`src/rtl/alien_sweep.sv`:
```
// Marching-alien motion engine: horizontal sweep between bounds, drop and speed-up at each edge.
// Coordinates, strobes and status outputs are all registered; freeze stalls everything but kill.
module alien_sweep #(
    parameter int X_W      = 8,
    parameter int Y_W      = 7,
    parameter int X_START  = 114,
    parameter int Y_START  = 15,
    parameter int X_MIN    = 114,
    parameter int X_MAX    = 122,
    parameter int STEP     = 1,
    parameter int DROP     = 4,
    parameter int Y_LIMIT  = 111,
    parameter int TICK_DIV = 833334,
    parameter int PER_INIT = 15,
    parameter int PER_MIN  = 3,
    parameter int SPEEDUP  = 1
) (
    input  logic           clk,
    input  logic           resetn,
    input  logic           go,
    input  logic           freeze,
    input  logic           kill,
    output logic [X_W-1:0] x,
    output logic [Y_W-1:0] y,
    output logic           dir,
    output logic           update,
    output logic           active,
    output logic           landed,
    output logic           dead
);
    localparam int TW = (TICK_DIV > 1) ? $clog2(TICK_DIV) : 1;
    localparam int PW = $clog2(PER_INIT + 1);
    localparam logic [TW-1:0]  T_LAST  = TW'(TICK_DIV - 1);
    localparam logic [X_W-1:0] X_RST   = X_W'(X_START);
    localparam logic [Y_W-1:0] Y_RST   = Y_W'(Y_START);
    localparam logic [PW-1:0]  P_RST   = PW'(PER_INIT);
    localparam logic [31:0]    P_FLOOR = 32'(PER_MIN + SPEEDUP);

    typedef enum logic [2:0] {
        IDLE, RIGHT, DROP_L, LEFT, DROP_R, LANDED, DEAD
    } state_t;

    state_t        state;
    logic [TW-1:0] tcnt;
    logic [PW-1:0] fcnt;
    logic [PW-1:0] period;

    logic          running;
    logic          tick;
    logic          move;
    logic [X_W:0]  x_inc;
    logic          at_left;
    logic [Y_W:0]  y_drop;
    logic          will_land;
    logic [31:0]   period_w;
    logic [PW-1:0] period_next;

    assign running   = ((state == RIGHT) || (state == LEFT)) && !freeze;
    assign tick      = running && (tcnt == T_LAST);
    assign move      = tick && (fcnt == period - PW'(1));
    // Extra-bit arithmetic so bound checks never wrap at the coordinate edges.
    assign x_inc     = {1'b0, x} + (X_W+1)'(STEP);
    assign at_left   = {1'b0, x} < (X_W+1)'(X_MIN + STEP);
    assign y_drop    = {1'b0, y} + (Y_W+1)'(DROP);
    assign will_land = y_drop >= (Y_W+1)'(Y_LIMIT);
    assign period_w  = 32'(period);
    assign period_next = (period_w > P_FLOOR) ? PW'(period_w - 32'(SPEEDUP)) : PW'(PER_MIN);

    always_ff @(posedge clk) begin
        if (!resetn) begin
            state  <= IDLE;
            x      <= X_RST;
            y      <= Y_RST;
            dir    <= 1'b1;
            period <= P_RST;
            tcnt   <= '0;
            fcnt   <= '0;
            update <= 1'b0;
            active <= 1'b0;
            landed <= 1'b0;
            dead   <= 1'b0;
        end else begin
            update <= 1'b0;
            case (state)
                IDLE: begin
                    if (go && !freeze) begin
                        state  <= RIGHT;
                        active <= 1'b1;
                        tcnt   <= '0;
                        fcnt   <= '0;
                    end
                end
                RIGHT, LEFT: begin
                    if (kill) begin
                        state  <= DEAD;
                        active <= 1'b0;
                        dead   <= 1'b1;
                    end else if (running) begin
                        if (tick) begin
                            tcnt <= '0;
                            fcnt <= move ? '0 : fcnt + PW'(1);
                        end else begin
                            tcnt <= tcnt + TW'(1);
                        end
                        // The edge-hitting move only switches state; the drop happens next cycle.
                        if (move) begin
                            if (state == RIGHT) begin
                                if (x_inc > (X_W+1)'(X_MAX)) begin
                                    state <= DROP_L;
                                end else begin
                                    x      <= x_inc[X_W-1:0];
                                    update <= 1'b1;
                                end
                            end else begin
                                if (at_left) begin
                                    state <= DROP_R;
                                end else begin
                                    x      <= x - X_W'(STEP);
                                    update <= 1'b1;
                                end
                            end
                        end
                    end
                end
                DROP_L, DROP_R: begin
                    if (kill) begin
                        state  <= DEAD;
                        active <= 1'b0;
                        dead   <= 1'b1;
                    end else if (!freeze) begin
                        y      <= y_drop[Y_W-1:0];
                        update <= 1'b1;
                        period <= period_next;
                        tcnt   <= '0;
                        fcnt   <= '0;
                        dir    <= (state == DROP_R);
                        if (will_land) begin
                            state  <= LANDED;
                            active <= 1'b0;
                            landed <= 1'b1;
                        end else begin
                            state <= (state == DROP_L) ? LEFT : RIGHT;
                        end
                    end
                end
                LANDED, DEAD: begin
                    if (go && !freeze) begin
                        state  <= RIGHT;
                        x      <= X_RST;
                        y      <= Y_RST;
                        dir    <= 1'b1;
                        period <= P_RST;
                        tcnt   <= '0;
                        fcnt   <= '0;
                        update <= (x != X_RST) || (y != Y_RST);
                        active <= 1'b1;
                        landed <= 1'b0;
                        dead   <= 1'b0;
                    end
                end
                default: state <= IDLE;
            endcase
        end
    end
endmodule
```
`config.mk`:
```
export PLATFORM = sky130hd
export DESIGN_NAME = alien_sweep
export DESIGN_NICKNAME = d
export VERILOG_FILES = /design/src/rtl/alien_sweep.sv
export SDC_FILE = /design/constraint.sdc
export NUM_CORES = 1
export LEC_CHECK = 0
export BUFFER_PORTS_ARGS = -buffer_cell sky130_fd_sc_hd__buf_2
export CAP_MARGIN = 0
export CORE_ASPECT_RATIO = 1.1
export CORE_MARGIN = 1.5
export CORE_UTILIZATION = 57
export CTS_BUF_LIST = sky130_fd_sc_hd__clkbuf_2 sky130_fd_sc_hd__clkbuf_4 sky130_fd_sc_hd__clkbuf_8
export CTS_CLUSTER_SIZE = 30
export DETAILED_ROUTE_END_ITERATION = 10
export GPL_TIMING_DRIVEN = 0
export PLACE_DENSITY = 0.78
export SLEW_MARGIN = 10
export SYNTH_ARGS = -nofsm -noshare
export SYNTH_HDL_FRONTEND = slang
export SYNTH_SLANG_ARGS = --single-unit
```
`constraint.sdc`:
```
create_clock -name clk -period 2.2 [get_ports clk]
set_input_delay 0 -clock clk [delete_from_list [all_inputs] [get_ports clk]]
set_output_delay 0 -clock clk [all_outputs]
set_load 0.005 [all_outputs]
```
Word-level counts from Yosys, hierarchy flattened --
Index checks and enable logic that the tools add are counted.
Storage, ports and cells: bits in registers 51, bits of input ports 5
Operators by class: mux-type cells 70, equality and inequality tests 29, reductions and logical operators 25, magnitude comparators 4, $add $sub $neg 7
Operators by type and width (number):
- $mux W20 | 6
- $pmux W20 S3 | 1
- $mux W8 | 7
- $mux W4 | 11
- $mux W3 | 10
- $mux W1 | 21
- $mux W7 | 3
- $add A20 B1 Y20 const B | 1
- $eq A20 B20 Y1 const B | 1
- $ne A2 B2 Y1 const B | 9
- $ne A3 B3 Y1 const B | 6
- $pmux W8 S2 | 1
- $pmux W7 S2 | 1
- $reduce_and A7 Y1 | 2
- $pmux W4 S3 | 1
- $reduce_and A6 Y1 | 2
- $reduce_and A5 Y1 | 2
- $add A8 B1 Y9 const B | 1
- $eq A3 B3 Y1 const B | 3
- $gt A9 B7 Y1 const B | 1
- $pmux W3 S3 | 1
- $add A7 B3 Y8 const B | 1
- $ge A8 B7 Y1 const B | 1
- $lt A8 B7 Y1 const B | 1
- 26 further kinds | 41

Depth between registers and ports, before layout --
Gate-level depths: netlist of the first run.
depth in word-level cells 10, mapped depth 9

Least setup slack after synthesis of the first run --
OpenSTA, ideal clock, no wires.
path type register -> register, start register tcnt[0], end register x[2], library setup time 0.117 ns, setup slack 0.000 ns, path buffers 0, stages on the path, launching flop included 8, data required time 2.083 ns, arrival 2.083 ns, path through dfxtp_1 > ha_1 > or3b_1 > or3_4 > a2111oi_4 > a21o_2 > nand3_1 > a32o_1
On the way: longest elaborated chain between the ends 5
RTL lines:
- start: declaration | RTL line 44 | logic [TW-1:0] tcnt;
- start signal: assignment | RTL line 103 | tcnt <= tcnt + TW'(1);
- $eq A20 B20 Y1 | RTL line 59 | assign tick = running && (tcnt == T_LAST);
- $logic_and A1 B1 Y1 | RTL line 59
- $logic_and A1 B1 Y1 | RTL line 60 | assign move = tick && (fcnt == period - PW'(1));
- $ne A2 B2 Y1 (no line)
- $reduce_and A7 Y1 (no line)
- end signal: assignment | RTL line 111 | x <= x_inc[X_W-1:0];
- end signal: assignment | RTL line 118 | x <= x - X_W'(STEP);
- end: declaration | RTL line 23 | output logic [X_W-1:0] x,
Every way passes these cells. A chain may end at the register's enable or synchronous reset.

Worst setup path after layout of the first run --
start register tcnt[1], end register tcnt[17]
On the way: longest elaborated chain between the ends 6, elaborated cells on any way between the ends 7, those cells by class add/sub (1); eq/ne (1); mux (4); reduce/logical (1)
RTL lines:
- parallel branches: the longest is 2 deep, another holds $add A20 B1 Y20
- $mux W20 (*) | RTL line 99 | if (tick) begin
- $mux W20 (*) | RTL line 98 | end else if (running) begin
- $mux W20 (*) | RTL line 94 | if (kill) begin
- $pmux W20 S3 (*) | RTL line 84 | case (state)
Mark *: on every way between the ends. The select of a mux whose other input is x is not followed.

==> flow_summary.json, run 1 <==
{
  "relSlewSlack_pct": 50.3,
  "violations": "negative setup slack",
  "fmax_ghz": 0.424,
  "busiest_layer": "met2",
  "final_cell_mix": "nor2_1 (41), nand2_1 (40), dfxtp_1 (40)",
  "ff2ff_path_depth": 8,
  "nNetsFinal": 503,
  "critical_path_class": "flip-flop to flip-flop",
  "holdPathStages": 2,
  "clk_path_buf_depth": 2,
  "core_area_um2": 5880,
  "worst_pin_slew_ns": 0.745,
  "synth.area.top_cells": "dfxtp_1 (28%), nor2_1 (4.6%), nand2_1 (4.3%)",
  "die_w_um": 78.2,
  "rsz0062_at_grt": "true",
  "grt_max_degree": 16,
  "setup_viol": 33,
  "layout-drive-gt1-share_pct": 28.0,
  "synth_fp_nets": 458,
  "numCtsBuffers": 5,
  "postRouteAntennaNets": 0,
  "status": "finished with violations",
  "clock_sinks": 50,
  "synth_top_area_cell": "dfxtp_1",
  "dp.final_hpwl_mm": 6.69,
  "die_y_um": 85.7,
  "ys_warn_count": 0,
  "critical_path.endpoint_type": "flip-flop",
  "setup_tns_ns": -2.48,
  "dieArea_um2": 6690,
  "irDropWorstVdd_mv": 0.478,
  "synth.avg_cell_area_um2": 7.99,
  "dpl-instance-area_um2": 3750,
  "vias_per_cell": 6.52,
  "port_buffers": 23,
  "antenna_found_initial": 0,
  "hold_class": "primary input to flip-flop",
  "met3_usage_pct": 3.30,
  "netlist.area_leader.share_pct": 28.3,
  "cap_violations": 0,
  "cts_tree": "yes",
  "syn2layout_area_growth_pct": 22.3,
  "cp-start-kind": "flip-flop",
  "synth_enable_flop_cells": 0,
  "synthArstFlopShare_pct": 0,
  "synth.distinct_cells": 75,
  "crit_fanout": 4,
  "insertion_delay_ns": 0.31,
  "vias": 3688,
  "drt_wl_total_mm": 10.2,
  "critPathRequiredTime_ns": 2.40,
  "layout_worst_path_cycle_share_pct": 107,
  "cp.arrival_ns": 2.56,
  "h-tree-depth": 2,
  "power.density_nw_per_um2": 831,
  "drtIter0Drc": 342,
  "postLayoutCoreUtil_pct": 73.7,
  "p_leak_nw": 1.62,
  "ios": 25,
  "wl_per_cell_um": 18.1,
  "ys_seq_elements": 50,
  "fp-row-count": 29,
  "synth_cells": 443,
  "grt_pass1_vias": 3338,
  "cpPeakStageDelay_ns": 0.47,
  "first_pass_iters": 5,
  "grt_pass1_wl_mm": 16.0,
  "cts_root_buf": "clkbuf_8",
  "layout_commonest_cell": "nor2_1",
  "gp_congestion": 0.908,
  "path_cells": "inv_2, ha_4, or3b_4, or4_4, o21a_4, a211oi_4, a31oi_1, o211a_1",
  "n_antenna_cell": 0,
  "gr-total-overflow": 0,
  "fin_crit_ns": 2.36,
  "fin_skew_ns": 0.0103,
  "initial_utilization_pct": 60.2,
  "grt_use_total_pct": 29.4,
  "path_clk_slew_ns": 0.10,
  "fin_area_um2": 4330,
  "synth_area_um2": 3540,
  "final.setup.worst_slack_ns": -0.158,
  "hold_violations": 0,
  "met2_usage_pct": 53.3,
  "seq_area_frac_synth_pct": 28.3,
  "grt_util_met1_pct": 36.1,
  "slowest_stage": "or4_4",
  "synth_ff_type": "dfxtp_1",
  "drc_errors": 0,
  "maxSlewViolCount": 0
}
## flip-flops by register name, indices dropped and copies added (netlist names)
name	cells
tcnt	20
x	8
period	4
y	6
update	1
fcnt	4
landed	1
active	1
dead	1
dir	1
state	3
## report_power, final
part	switching [mW]	total, mW	internal [mW]
registers	0.0954	1.09	0.998
logic	1.12	1.89	0.764
clock network	0.327	0.616	0.289
## worst paths after layout
path	end	start	slack [ns]
worst min-delay path	x[2]	resetn	0.05
worst min register to register	dir	dir	0.49
worst max-delay path	tcnt[17]	tcnt[1]	-0.16
worst max register to register	tcnt[17]	tcnt[1]	-0.16
## per-layer routing
layer	vias up	share of wire [%]
li1	1726	-
met1	1763	42
met2	167	50
met3	32	5.6
met4	0	2.4
met5	-	0
## Yosys cell counts (4+ instances only)
cell	instances
buf_4	4
and3_1	6
o211ai_1	6
dfxtp_1	50
a2111oi_2	6
buf_2	9
nor4_1	5
a21oi_1	28
clkbuf_1	9
xnor2_1	15
or3_1	5
and4_1	5
a211oi_1	5
o21ai_1	7
nand2b_1	7
xor2_1	4
o211a_1	4
nand3_1	20
inv_1	26
o21ai_0	18
nand4_1	8
nand2_1	41
nor3_1	17
nor2_1	43
ha_1	10
## through the flow
stage | setup slack (ns) | power (mW) | hold WS (ns) | std cells
2_1_floorplan | 0.00261 | 2.21 | 0.235 | 443
3_3_place_gp | -0.274 | 2.51 | 0.348 | 543
3_5_place_dp | -0.342 | 2.55 | 0.362 | 543
4_1_cts | -0.146 | 3.32 | 0.0498 | 559
5_1_grt | -0.202 | 3.79 | 0.0765 | 566
6_report | -0.158 | 3.60 | 0.0476 | 566
## timing repair
item                       4_1_cts  5_1_grt
pin swaps                       13       24
buffers inserted                 8        8
cloned                           0        1
hold buffers                     0        0
setup endpoints to repair       32       42
resized for setup               28       56
## critical path: cells and delay by family (launching register included)
family | cells | cell delay, ns
flip-flops | 1 | 0.34
adder cells (fa/ha/maj) | 1 | 0.12
AO/OA/AOI/OAI | 4 | 0.88
AND/OR/NAND/NOR | 2 | 0.85
buffers and inverters | 1 | 0.06
## logic make-up (layout without fill, tap and decap cells)
group           after synthesis  after routing  synth area share [%]
simple gates                187            187                  28.2
compound gates              122            122                  27.5
buf+inv                      51             97                  6.36
flops                        50             50                  28.3
xor+xnor                     20             20                  5.34
fa+ha+maj                    10             10                  3.53
mux                           3              3                 0.848
## area by class of cell
cell class | instances | area, um2
tap | 77 | 96.3
clock buffer | 7 | 96.3
multi-input combinational | 342 | 2580
inverter | 26 | 97.6
buffer | 23 | 138
timing repair buffer | 40 | 290
sequential | 50 | 1020
fill | 459 | 1550
clock inverter | 1 | 8.76
(Power assumes the default switching activity.)
==> inputs of run 2 (changes only) <==
BUFFER_PORTS_ARGS = default   (was -buffer_cell sky130_fd_sc_hd__buf_2)
CORE_UTILIZATION = 60   (was 57)
DONT_BUFFER_PORTS = 1   (was default)
==> run 2 against run 1 <==
  * Setup slack gained 0.038 ns
  * Combinational power shrank 12%
  * Global-route usage grew 0.96 points
  * Sequential share of layout area grew 1.8 points
  * The run ends with negative hold slack, negative setup slack left
  * Hold slack lost 0.12 ns
  * First-iteration DRC count shrank 11%
  * Utilization shrank 3.1 points
  * Cell area shrank 6.6%
  * Clock power grew 11%
  * Count of clock-buffer cells in the layout shrank 2
  * Highest routed layer unchanged
==> flow_summary.json, run 2 (synthesis results as in run 1) <==
{
  "status": "finished with violations",
  "violations": "negative hold slack, negative setup slack",
  "dp.final_hpwl_mm": 6.48,
  "critical_path_class": "flip-flop to flip-flop",
  "clock_sinks": 50,
  "initial_utilization_pct": 61.8,
  "die_w_um": 76.2,
  "numCtsBuffers": 5,
  "gr-total-overflow": 0,
  "place_ws_ns": -0.364,
  "whs_ns": -0.0748,
  "insertion_delay_ns": 0.32,
  "top_register": "tcnt",
  "cts_hold_buf": 2,
  "grt_max_degree": 17,
  "cts_root_buf": "clkbuf_8",
  "min_to": "tcnt[13]",
  "setup_tns_ns": -2.28,
  "path_cells": "inv_2, ha_4, or3b_4, or4_4, o21a_4, a211oi_4, a31oi_2, o211a_1",
  "cts_tree": "yes",
  "die_y_um": 83.6,
  "holdPathStages": 3,
  "intPower_mw": 1.97,
  "setup_viol": 26,
  "p_comb_share_pct": 48.3,
  "hp-start": "freeze",
  "fp-row-count": 29,
  "final.setup.worst_slack_ns": -0.120,
  "p_total_mw": 3.43,
  "p_leak_nw": 1.47,
  "postRouteAntennaNets": 0,
  "grt_pass1_vias": 3341,
  "grt_pass1_wl_mm": 15.8,
  "nNetsFinal": 476,
  "ios": 25,
  "irDropWorstVdd_mv": 0.454,
  "h-tree-depth": 2,
  "path_clk_slew_ns": 0.10,
  "num-fill-cells": 463,
  "critical_path.endpoint_type": "flip-flop",
  "p_sw_share_pct": 42.6,
  "ff2ff_setup_slack_ns": -0.12,
  "dieArea_um2": 6370,
  "first_pass_iters": 8,
  "vias_per_cell": 6.60,
  "wl_per_cell_um": 17.6,
  "layout_commonest_cell": "nor2_1",
  "largest_reg_flops": 20,
  "cap_violations": 0,
  "core_area_um2": 5730,
  "crit_fanout": 4,
  "n_antenna_cell": 0,
  "timing.rr.end": "tcnt[17]",
  "seqPwrFrac_pct": 31.8,
  "top_regs": "tcnt: 20 flops, x: 8 flops, y: 6 flops",
  "worst_pin_slew_ns": 0.746,
  "clkPwrFrac_pct": 19.8,
  "layout_worst_path_cycle_share_pct": 105,
  "grt_use_total_pct": 30.3,
  "hold_class": "primary input to flip-flop",
  "cp-start-kind": "flip-flop",
  "r2r-start": "tcnt[1]",
  "maxSlewViolCount": 0,
  "power.density_nw_per_um2": 849,
  "drc_errors": 0,
  "vias": 3560,
  "port_buffers": 0,
  "cpPeakStageDelay_ns": 0.47,
  "dpl-instance-area_um2": 3640,
  "syn2layout_area_growth_pct": 14.2,
  "rsz0062_at_grt": "true",
  "final_cell_mix": "nor2_1 (42), nand2_1 (41), dfxtp_1 (40)",
  "fin_crit_ns": 2.32,
  "clk_path_buf_depth": 2,
  "relSlewSlack_pct": 50.3,
  "critPathRequiredTime_ns": 2.42,
  "layout-drive-gt1-share_pct": 20.3,
  "hold_violations": 2,
  "power_switching_mw": 1.46,
  "drtIter0Drc": 304,
  "antenna_found_initial": 0,
  "drt_wl_total_mm": 9.51,
  "gp_congestion": 0.956,
  "slowest_stage": "or4_4",
  "fin_skew_ns": 0.00978,
  "ff2ff_path_depth": 8,
  "fin_area_um2": 4050,
  "fmax_ghz": 0.431,
  "cp.arrival_ns": 2.54
}
## run 2: critical path, delay by kind of cell (launching register included)
kind	cells	cell delay (ns)
compound gates	4	0.85
flops	1	0.34
buf+inv	1	0.06
simple gates	2	0.85
fa+ha+maj	1	0.13
## run 2: final cells by class
cell class | instances | area [um2] | share of cell area (%)
inverters | 26 | 97.6 | 2.41
flip-flops and latches | 50 | 1020 | 25.3
repair buffers | 12 | 114 | 2.81
clock inverters | 3 | 43.8 | 1.08
well taps | 77 | 96.3 | 2.38
multi-input cells | 342 | 2460 | 60.9
clock buffers | 5 | 68.8 | 1.70
plain buffers | 24 | 138 | 3.40
## run 2: per-layer routing
metal / track usage, % / vias to the layer above / wire, um
li1: - / 1680 / -
met1: 37.3 / 1702 / 3990
met2: 52.6 / 141 / 4700
met3: 4.92 / 37 / 512
met4: 12.1 / 0 / 311
met5: 0 / - / 0
## run 2: how the worst max path moves through the flow
| stage | from | slack (ns) | endpoint |
|---|---|---|---|
| finish | tcnt[1] | -0.12 | tcnt[17] |
| detailed placement | x[0] | -0.36 | x[2] |
| floorplan | tcnt[0] | 0.003 | x[2] |
| global placement | x[1] | -0.32 | x[2] |
| CTS | tcnt[1] | -0.14 | tcnt[17] |
| global route | tcnt[1] | -0.20 | tcnt[19] |
## run 2: power by group through the flow
stage,clock [mW],sequential [mW],combinational (mW)
finish,0.681,1.09,1.66
global route,0.721,1.11,1.79
CTS,0.688,1.09,1.53
detailed placement,0,1.12,1.39
global placement,0,1.11,1.37
floorplan,0,1.09,1.12
## run 2: what timing repair did
action	in CTS	in global routing
endpoints found under the hold margin	3	2
pin swaps	23	19
cloned	1	0
setup endpoints to repair	33	40
setup buffers	7	2
resized for setup	33	29
## run 2: stage by stage
stage / utilization (%) / std cells
2_1_floorplan: - / 443
6_report: 70.6 / 539
4_1_cts: 68.7 / 538
5_1_grt: 70.6 / 539
3_3_place_gp: 63.4 / 520
3_5_place_dp: 63.4 / 520
==> inputs of run 3 (changes only) <==
CORE_UTILIZATION = 66   (was 60)
PLACE_DENSITY = 0.81   (was 0.78)
clock period = 2.65 ns   (was 2.2 ns; I/O delays follow)
==> run 3 against run 2 <==
  * The run now ends clean
  * Clock skew rose by 0.0018 ns
  * Total power decreased by 19%
  * Critical path depth fell by 1
==> flow_summary.json, run 3 (synthesis results as in run 1) <==
{
  "relSlewSlack_pct": 51.0,
  "grt_pass1_vias": 3115,
  "p_comb_share_pct": 42.9,
  "crit_fanout": 4,
  "gr-total-overflow": 0,
  "cp.depth": 7,
  "power.density_nw_per_um2": 730,
  "critical_path_buf_inv_count": 0,
  "final_cell_mix": "dfxtp_1 (48), nor2_1 (43), nand2_1 (41)",
  "setup_viol": 0,
  "gp_congestion": 0.946,
  "path_delay_family": "simple AND/OR/NAND/NOR gates",
  "ff2ff_path_depth": 7,
  "slowest_stage": "or4_4",
  "first_pass_iters": 5,
  "cpPeakStageDelay_ns": 0.45,
  "dpl-instance-area_um2": 3630,
  "top_regs": "tcnt: 20 flops, x: 8 flops, y: 6 flops",
  "drt_wl_total_mm": 9.19,
  "hold_class": "primary input to flip-flop",
  "final.setup.worst_slack_ns": 0.117,
  "layout_worst_path_cycle_share_pct": 95.6,
  "drc_errors": 0,
  "port_buffers": 0,
  "dp.final_hpwl_mm": 6.64,
  "status": "complete, no violations",
  "grt_use_total_pct": 33.0,
  "p_leak_nw": 1.39,
  "met2_usage_pct": 57.2,
  "top_register": "tcnt",
  "grt_max_degree": 16,
  "h-tree-depth": 2,
  "post_cts_buffers": 0,
  "vias": 3470,
  "clkPwrFrac_pct": 24.3,
  "busiest_layer": "met2",
  "critical_path.endpoint_type": "flip-flop",
  "syn2layout_area_growth_pct": 7.42,
  "insertion_delay_ns": 0.32,
  "holdPathStages": 2,
  "core_area_um2": 5100,
  "ff2ff_setup_slack_ns": 0.12,
  "cp.arrival_ns": 2.78,
  "grt_util_met1_pct": 41.2,
  "worst_pin_slew_ns": 0.735,
  "n_antenna_cell": 0,
  "place_ws_ns": 0.0995,
  "hold_violations": 0,
  "dieArea_um2": 5810,
  "whs_ns": 0.0134,
  "power_switching_mw": 1.13,
  "fin_area_um2": 3800,
  "irDropWorstVdd_mv": 0.389,
  "p_sw_share_pct": 40.7,
  "path_clk_slew_ns": 0.10,
  "ios": 25,
  "clock_sinks": 50,
  "fin_skew_ns": 0.0116,
  "cap_violations": 0,
  "seqPwrFrac_pct": 32.8,
  "path_cells": "ha_1, or3b_1, or4_4, nor4_1, o21ai_1, nor3_2, mux2i_1",
  "numCtsBuffers": 5,
  "vias_per_cell": 6.61,
  "nNetsFinal": 467,
  "stdcell_count": 525,
  "grt_pass1_wl_mm": 15.0,
  "critical_path_class": "flip-flop to flip-flop",
  "multi_input_area_um2": 2320,
  "postRouteAntennaNets": 0,
  "setup_tns_ns": 0,
  "die_y_um": 79.8,
  "clk_path_buf_depth": 2,
  "rsz0062_at_grt": "false",
  "die_w_um": 72.8,
  "fin_crit_ns": 2.53,
  "wl_per_cell_um": 17.5,
  "fmax_ghz": 0.395,
  "intPower_mw": 1.65,
  "cts_tree": "yes",
  "drtIter0Drc": 314,
  "layout-drive-gt1-share_pct": 11.3,
  "maxSlewViolCount": 0,
  "cts_root_buf": "clkbuf_8",
  "largest_reg_flops": 20,
  "fp-row-count": 27,
  "layout_commonest_cell": "dfxtp_1",
  "antenna_found_initial": 0,
  "num-fill-cells": 406,
  "seq_area_um2": 1000,
  "initial_utilization_pct": 69.4,
  "met3_usage_pct": 4.80,
  "cp-start-kind": "flip-flop",
  "dp.cells": 515,
  "critPathRequiredTime_ns": 2.89
}
run 3: cell count changes in the layout (fill, tap and decap cells not counted), moves of 4 or more:
cell     delta
dfxtp_1     +8
buf_4       -6
buf_6       -6
a21oi_1     +5
a21oi_2     -5
dfxtp_2     -4
dfxtp_4     -4
run 3: cell type report:
class / instances / area share (%)
buffer: 25 / 3.36
timing repair buffer: 2 / 0.526
multi-input combinational: 342 / 61.1
sequential: 50 / 26.4
clock inverter: 2 / 1.58
tap: 72 / 2.37
clock buffer: 6 / 2.17
inverter: 26 / 2.57
run 3: worst paths after layout:
path,from,end
worst max-delay path,tcnt[0],state[1]
worst min register to register,dir,dir
worst min-delay path,resetn,x[2]
worst max register to register,tcnt[0],state[1]
run 3: power groups by stage:
stage / Clock (mW) / Sequential [mW] / Combinational [mW]
floorplan: 0 / 0.907 / 0.926
global placement: 0 / 0.924 / 1.13
detailed placement: 0 / 0.928 / 1.15
CTS: 0.681 / 0.910 / 1.17
global route: 0.714 / 0.922 / 1.31
finish: 0.676 / 0.912 / 1.19
run 3: repair_timing:
item                                    4_1_cts  5_1_grt
hold buffers                                  2        0
endpoints found under the hold margin         3        0
endpoints found under the setup margin        0        5
gates resized for setup                       0        4
run 3: worst register-to-register path, stage by stage (launching register included):
cell	delay, ns
dfxtp_1	0.40
ha_1	0.21
or3b_1	0.37
or4_4	0.45
nor4_1	0.38
o21ai_1	0.13
nor3_2	0.26
mux2i_1	0.27
run 3: per-layer routing:
layer  up-vias  part of all wire (%)
met2       153                    49
met1      1626                    42
li1       1667                     -
met4         0                   2.2
met5         -                     0
met3        24                   6.6
run 3: per-stage QoR:
step	total power, mW	utilization (%)
floorplan	1.83	-
global placement	2.05	71.2
detailed placement	2.08	71.2
CTS	2.76	74.4
global route	2.94	74.6
finish	2.78	74.6
